File: src/rtl/apb_bridge_mux.sv
// apb_bridge_mux: single-master CPU request to APB bridge with address decode
// onto NUM_SLV slave channels. Each slave owns a 2**REGION_LOG2 byte region
// starting at BASE_ADDR; accesses outside the window complete with err=1.
//
// Optional feature macro: APB_BRIDGE_TIMEOUT_EN
//   defined   -> ACCESS aborts with err after TIMEOUT_CYC not-ready cycles
//   undefined -> ACCESS waits for PREADY indefinitely (no counter)
//
// state  | meaning
// -------+---------------------------------------------------------------
// IDLE   | no transfer in flight, APB select/enable low
// SETUP  | PSEL[idx]=1, PENABLE=0, one cycle
// ACCESS | PSEL[idx]=1, PENABLE=1, wait for PREADY[idx] (or timeout)
// ERR    | unmapped address, one-cycle ready with err=1, no PSEL

module apb_bridge_mux #(
   parameter int          NUM_SLV     = 4,
   parameter int          DATA_W      = 32,
   parameter logic [31:0] BASE_ADDR   = 32'h1000_0000,
   parameter int          REGION_LOG2 = 12,
   parameter int          TIMEOUT_CYC = 255
) (
   input  logic                        PCLK,
   input  logic                        PRESET,
   input  logic                        transfer,
   input  logic                        write,
   input  logic [31:0]                 addr,
   input  logic [DATA_W-1:0]           wdata,
   output logic [DATA_W-1:0]           rdata,
   output logic                        ready,
   output logic                        err,
   output logic [31:0]                 PADDR,
   output logic [DATA_W-1:0]           PWDATA,
   output logic                        PWRITE,
   output logic                        PENABLE,
   output logic [NUM_SLV-1:0]          PSEL,
   input  logic [NUM_SLV*DATA_W-1:0]   PRDATA,
   input  logic [NUM_SLV-1:0]          PREADY,
   input  logic [NUM_SLV-1:0]          PSLVERR
);

   localparam int          DEC_W    = $clog2(NUM_SLV);
   localparam int          IDX_W    = (DEC_W > 0) ? DEC_W : 1;
   localparam int          HI_LSB   = REGION_LOG2 + DEC_W;
   localparam logic [31:0] HI_MASK  = (HI_LSB >= 32) ? 32'd0 : ~((32'd1 << HI_LSB) - 32'd1);
   localparam logic [31:0] IDX_MASK = (32'd1 << DEC_W) - 32'd1;

   // Reject configurations the decode and timer cannot represent.
   if (NUM_SLV < 1 || NUM_SLV > 16 || TIMEOUT_CYC < 1) begin : g_bad_cfg
      $error("apb_bridge_mux: illegal NUM_SLV or TIMEOUT_CYC");
   end

   typedef enum logic [1:0] {
      S_IDLE   = 2'd0,
      S_SETUP  = 2'd1,
      S_ACCESS = 2'd2,
      S_ERR    = 2'd3
   } state_t;

   state_t              r_state;
   logic [IDX_W-1:0]    r_idx;

   logic [31:0]         w_idx_full;
   logic [IDX_W-1:0]    w_idx;
   logic                w_mapped;
   logic [NUM_SLV-1:0]  w_onehot;
   logic                w_pready;
   logic                w_pslverr;
   logic [DATA_W-1:0]   w_prdata;
   logic                w_timeout;
   logic                w_ready;

   // Address decode: region index plus window match on the bits above it.
   always_comb begin
      w_idx_full = (addr >> REGION_LOG2) & IDX_MASK;
      w_idx      = w_idx_full[IDX_W-1:0];
      w_mapped   = (((addr ^ BASE_ADDR) & HI_MASK) == 32'd0) && (w_idx_full < 32'(NUM_SLV));
      w_onehot   = NUM_SLV'(1) << w_idx;
   end

   // Pick the selected slave's response; other slaves are ignored.
   always_comb begin
      w_pready  = 1'b0;
      w_pslverr = 1'b0;
      w_prdata  = '0;
      for (int i = 0; i < NUM_SLV; i++) begin
         if (r_idx == IDX_W'(i)) begin
            w_pready  = PREADY[i];
            w_pslverr = PSLVERR[i];
            w_prdata  = PRDATA[i*DATA_W +: DATA_W];
         end
      end
   end

`ifdef APB_BRIDGE_TIMEOUT_EN
   localparam int CNT_W = $clog2(TIMEOUT_CYC + 1);
   logic [CNT_W-1:0] r_cnt;

   // Timeout fires once the counter has seen TIMEOUT_CYC not-ready cycles.
   always_comb begin
      w_timeout = (r_state == S_ACCESS) && !w_pready && (r_cnt == CNT_W'(TIMEOUT_CYC));
   end
`else
   // No timer in this build: ACCESS only ends on PREADY.
   always_comb begin
      w_timeout = 1'b0;
   end
`endif

   // Completion response; a real PREADY takes priority over a timeout.
   always_comb begin
      w_ready = (r_state == S_ERR) || ((r_state == S_ACCESS) && (w_pready || w_timeout));
      ready   = w_ready;
      err     = (r_state == S_ERR) ||
                ((r_state == S_ACCESS) && w_pready && w_pslverr) ||
                w_timeout;
      rdata   = ((r_state == S_ACCESS) && w_pready && !PWRITE) ? w_prdata : '0;
   end

   // Bridge FSM with registered APB outputs; new requests are accepted in
   // IDLE or in any ready cycle, so back-to-back transfers skip IDLE.
   always_ff @(posedge PCLK or negedge PRESET) begin
      if (!PRESET) begin
         r_state <= S_IDLE;
         r_idx   <= '0;
         PADDR   <= '0;
         PWDATA  <= '0;
         PWRITE  <= 1'b0;
         PENABLE <= 1'b0;
         PSEL    <= '0;
`ifdef APB_BRIDGE_TIMEOUT_EN
         r_cnt   <= '0;
`endif
      end else begin
         case (r_state)
            S_SETUP: begin
               PENABLE <= 1'b1;
               r_state <= S_ACCESS;
            end
            default: begin
               if ((r_state == S_ACCESS) && !w_ready) begin
`ifdef APB_BRIDGE_TIMEOUT_EN
                  r_cnt <= r_cnt + CNT_W'(1);
`endif
               end else if ((r_state == S_IDLE) || w_ready) begin
                  PSEL    <= '0;
                  PENABLE <= 1'b0;
                  if (!transfer) begin
                     r_state <= S_IDLE;
                  end else if (w_mapped) begin
                     PADDR   <= addr;
                     PWDATA  <= wdata;
                     PWRITE  <= write;
                     r_idx   <= w_idx;
                     PSEL    <= w_onehot;
                     r_state <= S_SETUP;
`ifdef APB_BRIDGE_TIMEOUT_EN
                     r_cnt   <= '0;
`endif
                  end else begin
                     r_state <= S_ERR;
                  end
               end
            end
         endcase
      end
   end

endmodule

File: config.mk
export PLATFORM = sky130hd
export DESIGN_NAME = apb_bridge_mux
export DESIGN_NICKNAME = d
export VERILOG_FILES = /design/src/rtl/apb_bridge_mux.sv
export SDC_FILE = /design/constraint.sdc
export NUM_CORES = 1
export LEC_CHECK = 0
export ABC_AREA = 1
export BUFFER_PORTS_ARGS = -buffer_cell sky130_fd_sc_hd__buf_2
export CAP_MARGIN = 25
export CORE_AREA = 2 2 120 122
export CTS_CLUSTER_DIAMETER = 120
export DETAILED_ROUTE_END_ITERATION = 7
export DIE_AREA = 0 0 122 124
export GPL_TIMING_DRIVEN = 1
export SLEW_MARGIN = 20
export SYNTH_ARGS = -nofsm -noshare
export SYNTH_HDL_FRONTEND = slang
export SYNTH_SLANG_ARGS = --single-unit
File: constraint.sdc
create_clock -name PCLK -period 1.8 [get_ports PCLK]
set_input_delay 0.09 -clock PCLK [delete_from_list [all_inputs] [get_ports PCLK]]
set_output_delay 0.09 -clock PCLK [all_outputs]
set_load 0.1 [all_outputs]
Word-level counts from Yosys, hierarchy flattened
Cells that the tools add are included.
W data, S select, Z words.
- input bits: 204
- bits in registers: 74
- word-level logic and storage cells: 59
- output and inout bits: 104
- multiplexer cells: 23
- shift operators: 1
- equality and inequality tests: 7
- order comparisons: 1
- reductions and logical operators: 17
- bitwise gates (word level): 3
- operator list (cell ; count):
    $mux W32 ; 5
    $logic_not A32 Y1 ; 1
    $mux W1 ; 11
    $mux W2 ; 5
    $eq A2 B2 Y1 const B ; 4
    $mux W4 ; 2
    $logic_and A1 B1 Y1 ; 5
    $reduce_and A5 Y1 ; 1
    $eq A2 B1 Y1 const B ; 2
    $logic_not A2 Y1 ; 2
    $shl A1 B2 Y4 const A ; 1
    $logic_or A1 B1 Y1 ; 3
    $lt A2 B3 Y1 const B ; 1
    $not A1 Y1 ; 3
    $reduce_and A3 Y1 ; 1
    $logic_not A1 Y1 ; 2
    $ne A2 B1 Y1 const B ; 1
    $reduce_and A2 Y1 ; 1
    $reduce_bool A2 Y1 ; 1

Longest topological paths before layout
Gate-level depths: netlist of the first run.
- depth after elaboration: 11
- depth in mapped cells: 10
- gate-level depth less buffers: 9

Worst setup path after synthesis of the first run
OpenSTA, ideal clock, no wires.
- path type: reg-to-output
- from: register, netlist name PADDR[13]
- to: output err
- arrival time: 3.752 ns
- path buffers: 0
- stages on the path, launching flop included: 7
- required time: 1.710 ns
- path slack: -2.042 ns
- cell sequence: dfrtp_1 -> nand2_1 -> inv_2 -> nand2_1 -> o21ai_0 -> a21oi_1 -> o21ai_0
- RTL lines (what ; RTL line ; source):
    to (decl) ; 31 ; output logic err,

==> results of run 1 <==
[flip-flops by register name, summed over array words and instances (netlist names)]
name     cells
PENABLE      1
PWDATA      32
r_state      2
PSEL         4
PWRITE       1
PADDR       32
[cells in the mapped netlist]
library cell and count:
buf_4 5, nand3_2 3, dfrtp_1 72, inv_2 3
or2_2 1, buf_1 3, buf_2 18, o21ai_0 19
inv_1 34, a21oi_1 50, nand4_1 51, nand2_1 169
nor3_1 2, nor2_4 2, buf_6 1, clkbuf_1 10
o221ai_1 14, nand3b_1 1, nor2_2 3, nand3_1 4
nor2_1 97
[cell type report]
type                    instances  area share [%]
clock buffers                  11           3.326
diodes                          1         0.03293
multi-input cells             416           31.42
inverters                      37           1.894
well taps                     180           2.964
repair buffers                354           35.83
flip-flops and latches         72           23.81
clock inverters                 5          0.7245
[layer usage]
metal	GRT usage, %	share of wire (%)	up-vias
met4	9.339	2.4	4
met1	24.68	36	2366
met5	0	0.14	-
met3	6.548	8.6	32
li1	-	-	2507
met2	42.63	53	235
[power groups by stage]
stage | sequential [mW] | clock [mW] | combinational [mW]
global placement | 1.66 | 0 | 1.18
floorplan | 1.67 | 0 | 0.612
detailed placement | 1.66 | 0 | 1.18
finish | 1.63 | 1.81 | 1.29
CTS | 1.63 | 1.85 | 1.25
global route | 1.63 | 1.93 | 1.35
[cells by family (layout without fill, tap and decap cells)]
logic type	count (synthesis)	in the layout
flip-flops	72	72
AO/OA/AOI/OAI	83	83
buffers and inverters	74	407
AND/OR/NAND/NOR	333	333
other	0	1
[path summary, 6_finish.rpt]
check | from | endpoint | slack (ns)
max reg2reg | PADDR[13]$_DFFE_PN0P_ | PWDATA[17]$_DFFE_PN0P_ | -0.25
min | addr[6] | PADDR[6]$_DFFE_PN0P_ | 0.009
min reg2reg | PADDR[28]$_DFFE_PN0P_ | PADDR[28]$_DFFE_PN0P_ | 0.45
max | PADDR[12]$_DFFE_PN0P_ | rdata[16] | -0.26
min in group asynchronous | PRESET | PADDR[0]$_DFFE_PN0P_ | 0.19
max in group asynchronous | PRESET | PADDR[11]$_DFFE_PN0P_ | 1.03
[timing repair]
| action | 4_1_cts | 5_1_grt |
|---|---|---|
| hold buffers | 1 | 0 |
| hold endpoints to repair | 20 | 0 |
| pin swaps | 1 | 3 |
| resized for setup | 20 | 26 |
| setup buffers | 7 | 3 |
| endpoints found under the setup margin | 33 | 106 |
| cloned | 3 | 8 |
[worst reg2reg max path: cells and delay by family, from the launching register on]
family | cells | cell delay, ns
buffers and inverters | 6 | 0.84
and+or+nand+nor | 7 | 0.57
DFF | 1 | 0.52
[through the flow]
stage	utilization, %	setup slack, ns
2_1_floorplan	-	-0.3708
3_3_place_gp	49.67	0.07625
3_5_place_dp	49.67	0.02648
4_1_cts	53.40	-0.2615
5_1_grt	55.39	-0.3371
6_report	55.39	-0.2571
==> summary.md, run 1 <==
| Metric | Value |
|---|---|
| CP Max Fanout | `47` |
| Most common cell after layout, fill and taps aside | `buf_2` |
| Detail Placement HPWL | `13620 um` |
| Drt initial violations | `336` |
| Fin crit period | `2.057 ns` |
| Syn nets | `766` |
| Starting Density | `29.37%` |
| Vias | `5144` |
| Worst clock skew | `0.005442 ns` |
| Clk_lat worst skew | `0.33 ns` |
| Simple-gate area share of the yosys netlist | `35.56%` |
| Num rows | `43` |
| Worst path depth | `7` |
| Compound-Gate Fraction of Synth Area | `11.61%` |
| Most Frequent Cell on Critical Path | `buf_12` |
| P_int | `3.292 mW` |
| Post-route cell area | `7599 um^2` |
| Hold Slack | `0.008591 ns` |
| Synthesized area | `4029 um^2` |
| Unique masters post-synth | `21` |
| Unrepaired setup endpoints after global routing | `yes` |
| Commonest non-fill, non-tap cells in the layout | `272 x buf_2, 143 x nand2_1, 96 x nor2_1` |
| Post-Synth Adder-Cell Area | `0%` |
| WP buf/inv | `3` |
| Crit-path max cell delay | `0.53 ns` |
| Slew margin rel. | `65.10%` |
| Maximum vdd drop | `0.0004313 V` |
| Initial antenna violation count | `3` |
| Max clock buf depth | `2` |
| Layout fillers | `1333` |
| Yosys warns | `0` |
| Final worst setup slack | `-0.2571 ns` |
| Total Power | `4.730 mW` |
| Hold WC Path Type | `in2reg` |
| WHS Path Cells | `3` |
| CP max stage cell | `dfrtp_4` |
| Final cell count without fillers | `1076` |
| Cells after Synth | `562` |
| Vias in the first global route | `5051` |
| Register bit count reported by yosys | `72` |
| Ports | `308` |
| CP Class | `reg2out` |
| Multiplexer share of the synthesized area | `0%` |
| Pwr Density | `622.4 nW/um^2` |
| Port buffer count | `307` |
| Detailed Routing Iterations Pass 1 | `4` |
| GRT Total Usage | `23.05%` |
| Startpoint type of the worst setup path | `flop` |
| Worst Tran Pin Value | `0.5271 ns` |
| Syn-to-layout area delta | `88.60%` |
| CP arrival | `1.97 ns` |
| Die area | `15130 um^2` |
| Chip width | `122 um` |
| Combinational power share | `27.3%` |
| DIE HEIGHT | `124 um` |
| Largest family of logic cells by synthesized area | `simple AND/OR/NAND/NOR gates` |
| Final Max Slew Viols | `0` |
| Top-area cell type share of the netlist area | `44.72%` |
| H-Tree Depth | `3` |
| Reg2Reg Depth | `13` |
| Failing checks | `setup timing` |
| Yosys top cell by area | `dfrtp_1` |
| Sw Pwr | `1.437 mW` |
| Seq pwr share | `34.4%` |
| LEAKAGE | `3.966 nW` |
| Gpl congestion | `0.8236` |
| CP delay by family, top | `flip-flops` |
| Critical path, cell by cell | `nand2_1, inv_2, buf_12, nor2_1, o221ai_1, a21oi_4, buf_12` |
| Fmax | `0.4861 GHz` |
| Clk pwr share | `38.3%` |
| FF+latch area | `1809 um^2` |
| Xor and xnor area share after synthesis | `0%` |
| Part of the cycle the worst path needs | `114.3%` |
| CTS buffer count | `9` |
| Clk sinks | `72` |
| Status | `finished with violations` |
| Avg Vias per Cell | `4.781` |
| Placed cells | `1037` |
| Clock-pin slew on the worst setup and hold paths | `0.06 ns` |
| Critical Path RT | `1.71 ns` |
| Setup TNS | `-20.19 ns` |
| Layout cells sized above 1 | `50.17%` |
| Final setup fails | `103` |
| Multi-input logic area | `2387 um^2` |
| Seq/Total Area, Yosys | `44.72%` |
| Largest net degree at the start of global routing | `53` |
| Routed Antenna Nets | `0` |
| First-pass GRT wire length | `26610 um` |
| TritonCTS clock tree | `done` |
| Grt total ovfl | `0` |
| Avg Inst Size Synth | `7.169 um^2` |
| Top post-synthesis cells by area | `dfrtp_1 45%, nand2_1 16%, nor2_1 9.0%, nand4_1 7.9%, a21oi_1 6.2%` |
| DRC | `0` |
| Crit path capture type | `output port` |
| Core Area | `13720 um^2` |
| DR WL/cell | `17.64 um` |
| WL final | `18980 um` |
| Clock Root Buffer | `clkbuf_16` |
| Placed cell areas | `6814 um^2` |
| Fin nets | `1094` |
| Sw frac | `30.39%` |
| Max_cap viols | `0` |
| Final Hold Vio Count | `0` |
Note: power is estimated with default switching activity, not from simulation.
==> run 2, diff against run 1 <==
CORE_AREA = 2 2 118 120   (was 2 2 120 122)
CTS_BUF_LIST = sky130_fd_sc_hd__clkbuf_8   (was default)
DIE_AREA = 0 0 120 122   (was 0 0 122 124)
==> summary.md, run 2 (synthesis results as in run 1) <==
| Metric | Value |
|---|---|
| Crit-path max cell delay | `0.52 ns (about the same)` |
| Final Hold Vio Count | `0 (unchanged)` |
| Routed Antenna Nets | `0 (unchanged)` |
| Ports | `308 (unchanged)` |
| DRC | `0 (unchanged)` |
| Most Frequent Cell on Critical Path | `buf_4` |
| Detail Placement HPWL | `13120 um (-3.7%)` |
| Regs by FF count | `PADDR x32, PWDATA x32, PSEL x4` |
| WL final | `18390 um (-3.1%)` |
| LEAKAGE | `3.991 nW (+0.62%)` |
| Vias in the first global route | `5357 (+6.1%)` |
| Initial antenna violation count | `2 (-1)` |
| Placed cell areas | `6834 um^2 (+0.29%)` |
| Fin crit period | `2.082 ns (+0.02452 ns)` |
| Avg Vias per Cell | `4.797 (+0.34%)` |
| H-Tree Depth | `3 (unchanged)` |
| GRT Total Usage | `24.12% (+1.1 points)` |
| Gpl congestion | `0.8496 (+3.2%)` |
| Slew margin rel. | `65.78% (+0.68 points)` |
| Starting Density | `29.83% (+0.47 points)` |
| Die area | `14640 um^2 (-3.2%)` |
| Critical Path RT | `1.71 ns (about the same)` |
| Clk_lat worst skew | `0.34 ns (about the same)` |
| Crit path capture type | `output port` |
| Syn-to-layout area delta | `92.42%` |
| Vias | `5344 (+3.9%)` |
| DR WL/cell | `16.51 um (-6.4%)` |
| DIE HEIGHT | `122 um (-1.6%)` |
| Layout cells sized above 1 | `47.85% (-2.3 points)` |
| Pwr Density | `529.2 nW/um^2 (-15%)` |
| Layout fillers | `1293 (-3.0%)` |
| Clock-pin slew on the worst setup and hold paths | `0.08 ns (+0.02 ns)` |
| Total Power | `4.103 mW (-13%)` |
| Fmax | `0.4804 GHz (-1.2%)` |
| Maximum vdd drop | `0.0004584 V (+6.3%)` |
| Part of the cycle the worst path needs | `115.6% (+1.4 points)` |
| Clk sinks | `72 (unchanged)` |
| Setup TNS | `-18.31 ns (+1.879 ns)` |
| Max clock buf depth | `2 (unchanged)` |
| Detailed Routing Iterations Pass 1 | `6 (+2)` |
| Grt total ovfl | `0 (unchanged)` |
| Startpoint type of the worst setup path | `flop` |
| Largest net degree at the start of global routing | `48 (-9.4%)` |
| Fin nets | `1131 (+3.4%)` |
| Port buffer count | `307 (unchanged)` |
| Num rows | `43 (unchanged)` |
| Status | `finished with violations` |
| CP Max Fanout | `9 (-81%)` |
| CP Class | `reg2out` |
| Hold path startpoint | `wdata[11]` |
| Max_cap viols | `0 (unchanged)` |
| Failing checks | `setup timing` |
| Drt initial violations | `341 (+1.5%)` |
| CP arrival | `1.99 ns (+0.02 ns)` |
| TritonCTS clock tree | `done` |
| Worst clock skew | `0.006903 ns (+0.001461 ns)` |
| Final worst setup slack | `-0.2817 ns (-0.02452 ns)` |
| Critical path, cell by cell | `buf_4, nand2_4, buf_4, nor2_1, nor2_1, a21oi_2, buf_4, a21oi_4, buf_12` |
| Most common cell after layout, fill and taps aside | `buf_2` |
| First-pass GRT wire length | `27550 um (+3.6%)` |
| Critical R2R Launch | `PADDR[13]$_DFFE_PN0P_` |
| Unrepaired setup endpoints after global routing | `yes` |
| Worst Tran Pin Value | `0.5169 ns (-0.01021 ns)` |
| CTS buffer count | `9 (unchanged)` |
| Final setup fails | `104 (+0.97%)` |
| Core Area | `13500 um^2 (-1.6%)` |
| CP startpoint | `PADDR[12]$_DFFE_PN0P_` |
| CP max stage cell | `dfrtp_4` |
| Hold Slack | `0.01794 ns (+0.009347 ns)` |
| Post-route cell area | `7752 um^2 (+2.0%)` |
| Hold WC Path Type | `in2reg` |
| Commonest non-fill, non-tap cells in the layout | `272 x buf_2, 162 x nand2_1, 95 x nor2_1` |
| Clock Root Buffer | `clkbuf_8` |
| Final Max Slew Viols | `0 (unchanged)` |
| Chip width | `120 um (-1.6%)` |
[run 2: critical path: cells and delay by family (launching register included)]
family,cells,cell delay [ns]
buf+inv,4,0.67
flops,1,0.52
simple gates,3,0.27
compound gates,2,0.19
[run 2: path summary, 6_finish.rpt]
path | end | slack, ns | cells past startpoint
setup / recovery | rdata[3] | -0.28 | 9
setup reg to reg | PADDR[11]$_DFFE_PN0P_ | -0.19 | 12
hold reg to reg | PADDR[28]$_DFFE_PN0P_ | 0.46 | 2
hold / removal | PWDATA[11]$_DFFE_PN0P_ | 0.02 | 3
max in group asynchronous | PADDR[28]$_DFFE_PN0P_ | 1.00 | 3
min in group asynchronous | PWDATA[19]$_DFFE_PN0P_ | 0.24 | 2
[run 2: what timing repair did]
action,4_1_cts,5_1_grt
setup endpoints to repair,33,104
endpoints found under the hold margin,72,0
resized for setup,35,9
buffers inserted,9,1
pin swaps,2,3
cloned,3,0
hold buffers,40,0
[run 2: final cells by class]
type	count	area [um^2]	share of cell area [%]
Timing Repair Buffer	391	2975	38.38
Multi-Input combinational cell	416	2421	31.23
Sequential cell	72	1809	23.34
Tap cell	180	225.2	2.905
Inverter	37	145.1	1.872
Clock buffer	9	123.9	1.598
Clock inverter	7	47.55	0.6133
Antenna cell	2	5.005	0.06456
[run 2: where the power goes]
group          switching [mW]  total [mW]  internal (mW)
clock network           0.635        1.13          0.499
logic                   0.779        1.34          0.564
registers             0.00409        1.63           1.62
[run 2: stage by stage]
stage / util (%) / instances / worst slack (ns)
6_report: 57.41 / 1114 / -0.2817
2_1_floorplan: - / 562 / -0.3708
3_3_place_gp: 50.61 / 1043 / 0.09312
3_5_place_dp: 50.61 / 1043 / 0.06398
5_1_grt: 57.41 / 1114 / -0.4002
4_1_cts: 57.10 / 1111 / -0.2829
[run 2: routing by layer]
layer	share of wire (%)	GRT usage, %	routed length, um	up-vias
met1	37	26.86	6792	2462
met5	0	0	0	-
met2	53	44.82	9722	265
li1	-	-	-	2586
met4	2.6	9.632	481	0
met3	7.6	4.963	1397	31
==> run 3, diff against run 2 <==
CTS_CLUSTER_SIZE = 28   (was default)
PLACE_DENSITY_LB_ADDON = 0.2   (was default)
clock period = 2.3 ns   (was 1.8 ns; I/O delays follow)
==> summary.md, run 3 (synthesis results as in run 1) <==
| Metric | Value |
|---|---|
| Core Area | `13500 um^2 (unchanged)` |
| CP arrival | `2.03 ns (+0.04 ns)` |
| Syn-to-layout area delta | `70.56%` |
| Commonest non-fill, non-tap cells in the layout | `272 x buf_2, 169 x nand2_1, 96 x nor2_1` |
| Vias in the first global route | `4753 (-11%)` |
| CTS buffer count | `9 (unchanged)` |
| Maximum vdd drop | `0.0002869 V (-37%)` |
| Drt initial violations | `311 (-8.8%)` |
| Status | `completed` |
| Unrepaired setup endpoints after global routing | `yes` |
| First-pass GRT wire length | `24670 um (-10%)` |
| Placed cells | `1027 (-1.5%)` |
| Fmax | `0.4667 GHz` |
| Clock Root Buffer | `clkbuf_8` |
| Largest net degree at the start of global routing | `45 (-6.3%)` |
| Final setup fails | `0 (-100%)` |
| CP startpoint | `PADDR[13]$_DFFE_PN0P_` |
| Critical Path RT | `2.18 ns (+0.47 ns)` |
| Regs by FF count | `PADDR x32, PWDATA x32, PSEL x4` |
| GRT Total Usage | `21.47% (-2.7 points)` |
| LEAKAGE | `3.660 nW (-8.3%)` |
| Critical R2R Launch | `PADDR[13]$_DFFE_PN0P_` |
| Metal2 WL | `8193 um (-16%)` |
| Fin nets | `1068 (-5.6%)` |
| H-Tree Depth | `3 (unchanged)` |
| Layout cells sized above 1 | `44.42% (-3.4 points)` |
| Vias | `4935 (-7.7%)` |
| R2R setup slack | `0.46 ns (+0.65 ns)` |
| Part of the cycle the worst path needs | `93.17%` |
| Gpl congestion | `0.8438 (-0.68%)` |
| Crit path capture type | `output port` |
| Initial antenna violation count | `1 (-1)` |
| Routed Antenna Nets | `0 (unchanged)` |
| Avg Vias per Cell | `4.700 (-2.0%)` |
| Max_cap viols | `0 (unchanged)` |
| Most common cell after layout, fill and taps aside | `buf_2` |
| Reg2reg end | `PWDATA[5]$_DFFE_PN0P_` |
| Final Max Slew Viols | `0 (unchanged)` |
| M1 WL | `6476 um (-4.7%)` |
| Ports | `308 (unchanged)` |
| DRC | `0 (unchanged)` |
| Starting Density | `29.83% (unchanged)` |
| Top sig layer | `met4` |
| DIE HEIGHT | `122 um (unchanged)` |
| Final cell count without fillers | `1050 (-5.7%)` |
| Final Hold Vio Count | `0 (unchanged)` |
| CP Max Fanout | `16 (+7)` |
| Worst setup endpoint | `rdata[17]` |
| Worst Tran Pin Value | `0.5866 ns (+0.06974 ns)` |
| Max clock buf depth | `2 (unchanged)` |
| Fin crit period | `2.143 ns` |
| Hold WC Path Type | `in2reg` |
| Clk sinks | `72 (unchanged)` |
| Met3 routed WL | `1304 um (-6.7%)` |
| Pwr Density | `456.1 nW/um^2 (-14%)` |
| DR WL/cell | `15.71 um (-4.9%)` |
| Detail Placement HPWL | `12660 um (-3.5%)` |
| Detailed Routing Iterations Pass 1 | `4 (-2)` |
| TritonCTS clock tree | `done` |
| CP Class | `reg2out` |
| WL final | `16490 um (-10%)` |
| Grt total ovfl | `0 (unchanged)` |
| Clock-pin slew on the worst setup and hold paths | `0.08 ns (about the same)` |
| Reg2Reg Depth | `8 (-4)` |
| Total Power | `3.134 mW (-24%)` |
| Startpoint type of the worst setup path | `flop` |
| Worst clock skew | `0.007652 ns (+0.0007491 ns)` |
| Die area | `14640 um^2 (unchanged)` |
| Slew margin rel. | `60.89% (-4.9 points)` |
| Chip width | `120 um (unchanged)` |
| Clk_lat worst skew | `0.35 ns (about the same)` |
| Port buffer count | `307 (unchanged)` |
| Num rows | `43 (unchanged)` |
==> run 3: stage by stage <==
stage          setup WS [ns]  hold WS, ns  util [%]  area (um^2)  setup TNS [ns]
3_3_place_gp          0.4744       0.1573     48.94         6609               0
6_report              0.1571      0.01696     50.88         6872               0
3_5_place_dp          0.4456       0.1595     48.94         6609               0
4_1_cts              0.07738   0.00007719     50.53         6824               0
5_1_grt             -0.04161     0.009123     50.88         6872         -0.5872
2_1_floorplan       -0.03476      -0.1806         -         4392         -0.8687
==> run 3: timing repair <==
action	in CTS	in global routing
endpoints found under the setup margin	0	33
hold buffers	3	0
setup buffers	0	1
resized for setup	0	5
hold endpoints to repair	44	0
==> run 3: report_power, final <==
part	leakage [nW]	internal [mW]	switching, mW	total, mW
Sequential	0.904	1.27	0.00337	1.27
Combinational	2.65	0.350	0.572	0.922
Clock	0.101	0.471	0.468	0.939
==> run 3: worst min-delay path by stage <==
stage,start,end,slack [ns],cells past startpoint
after floorplan,PRESET,PADDR[0]$_DFFE_PN0P_,-0.18,0
after global placement,PRESET,PWDATA[13]$_DFFE_PN0P_,0.16,1
after detailed placement,PRESET,PWDATA[16]$_DFFE_PN0P_,0.16,1
after CTS,wdata[15],PWDATA[15]$_DFFE_PN0P_,0.00008,3
after global routing,wdata[24],PWDATA[24]$_DFFE_PN0P_,0.009,3
final,wdata[7],PWDATA[7]$_DFFE_PN0P_,0.02,3
==> run 3: critical path, stage by stage, from the launching register on <==
cell and delay, ns:
dfrtp_2 0.46, nor2_2 0.22, nand2_1 0.10, nand3_2 0.10, nand2_1 0.07, nand3b_1 0.08
buf_4 0.17, buf_12 0.24, a21oi_4 0.06, buf_12 0.17
==> run 3: layout make-up <==
type / count / area, um^2
clock buffers: 12 / 165.2
flip-flops and latches: 72 / 1804
diodes: 1 / 2.502
well taps: 180 / 225.2
inverters: 37 / 140.1
clock inverters: 4 / 20.02
multi-input cells: 416 / 2266
fillers: 1378 / 6633
repair buffers: 328 / 2248
==> run 3: per-layer routing <==
| metal | track usage, % | vias up |
|---|---|---|
| met5 | 0 | - |
| met1 | 25.61 | 2218 |
| met4 | 9.044 | 0 |
| li1 | - | 2455 |
| met2 | 36.65 | 229 |
| met3 | 5.618 | 33 |
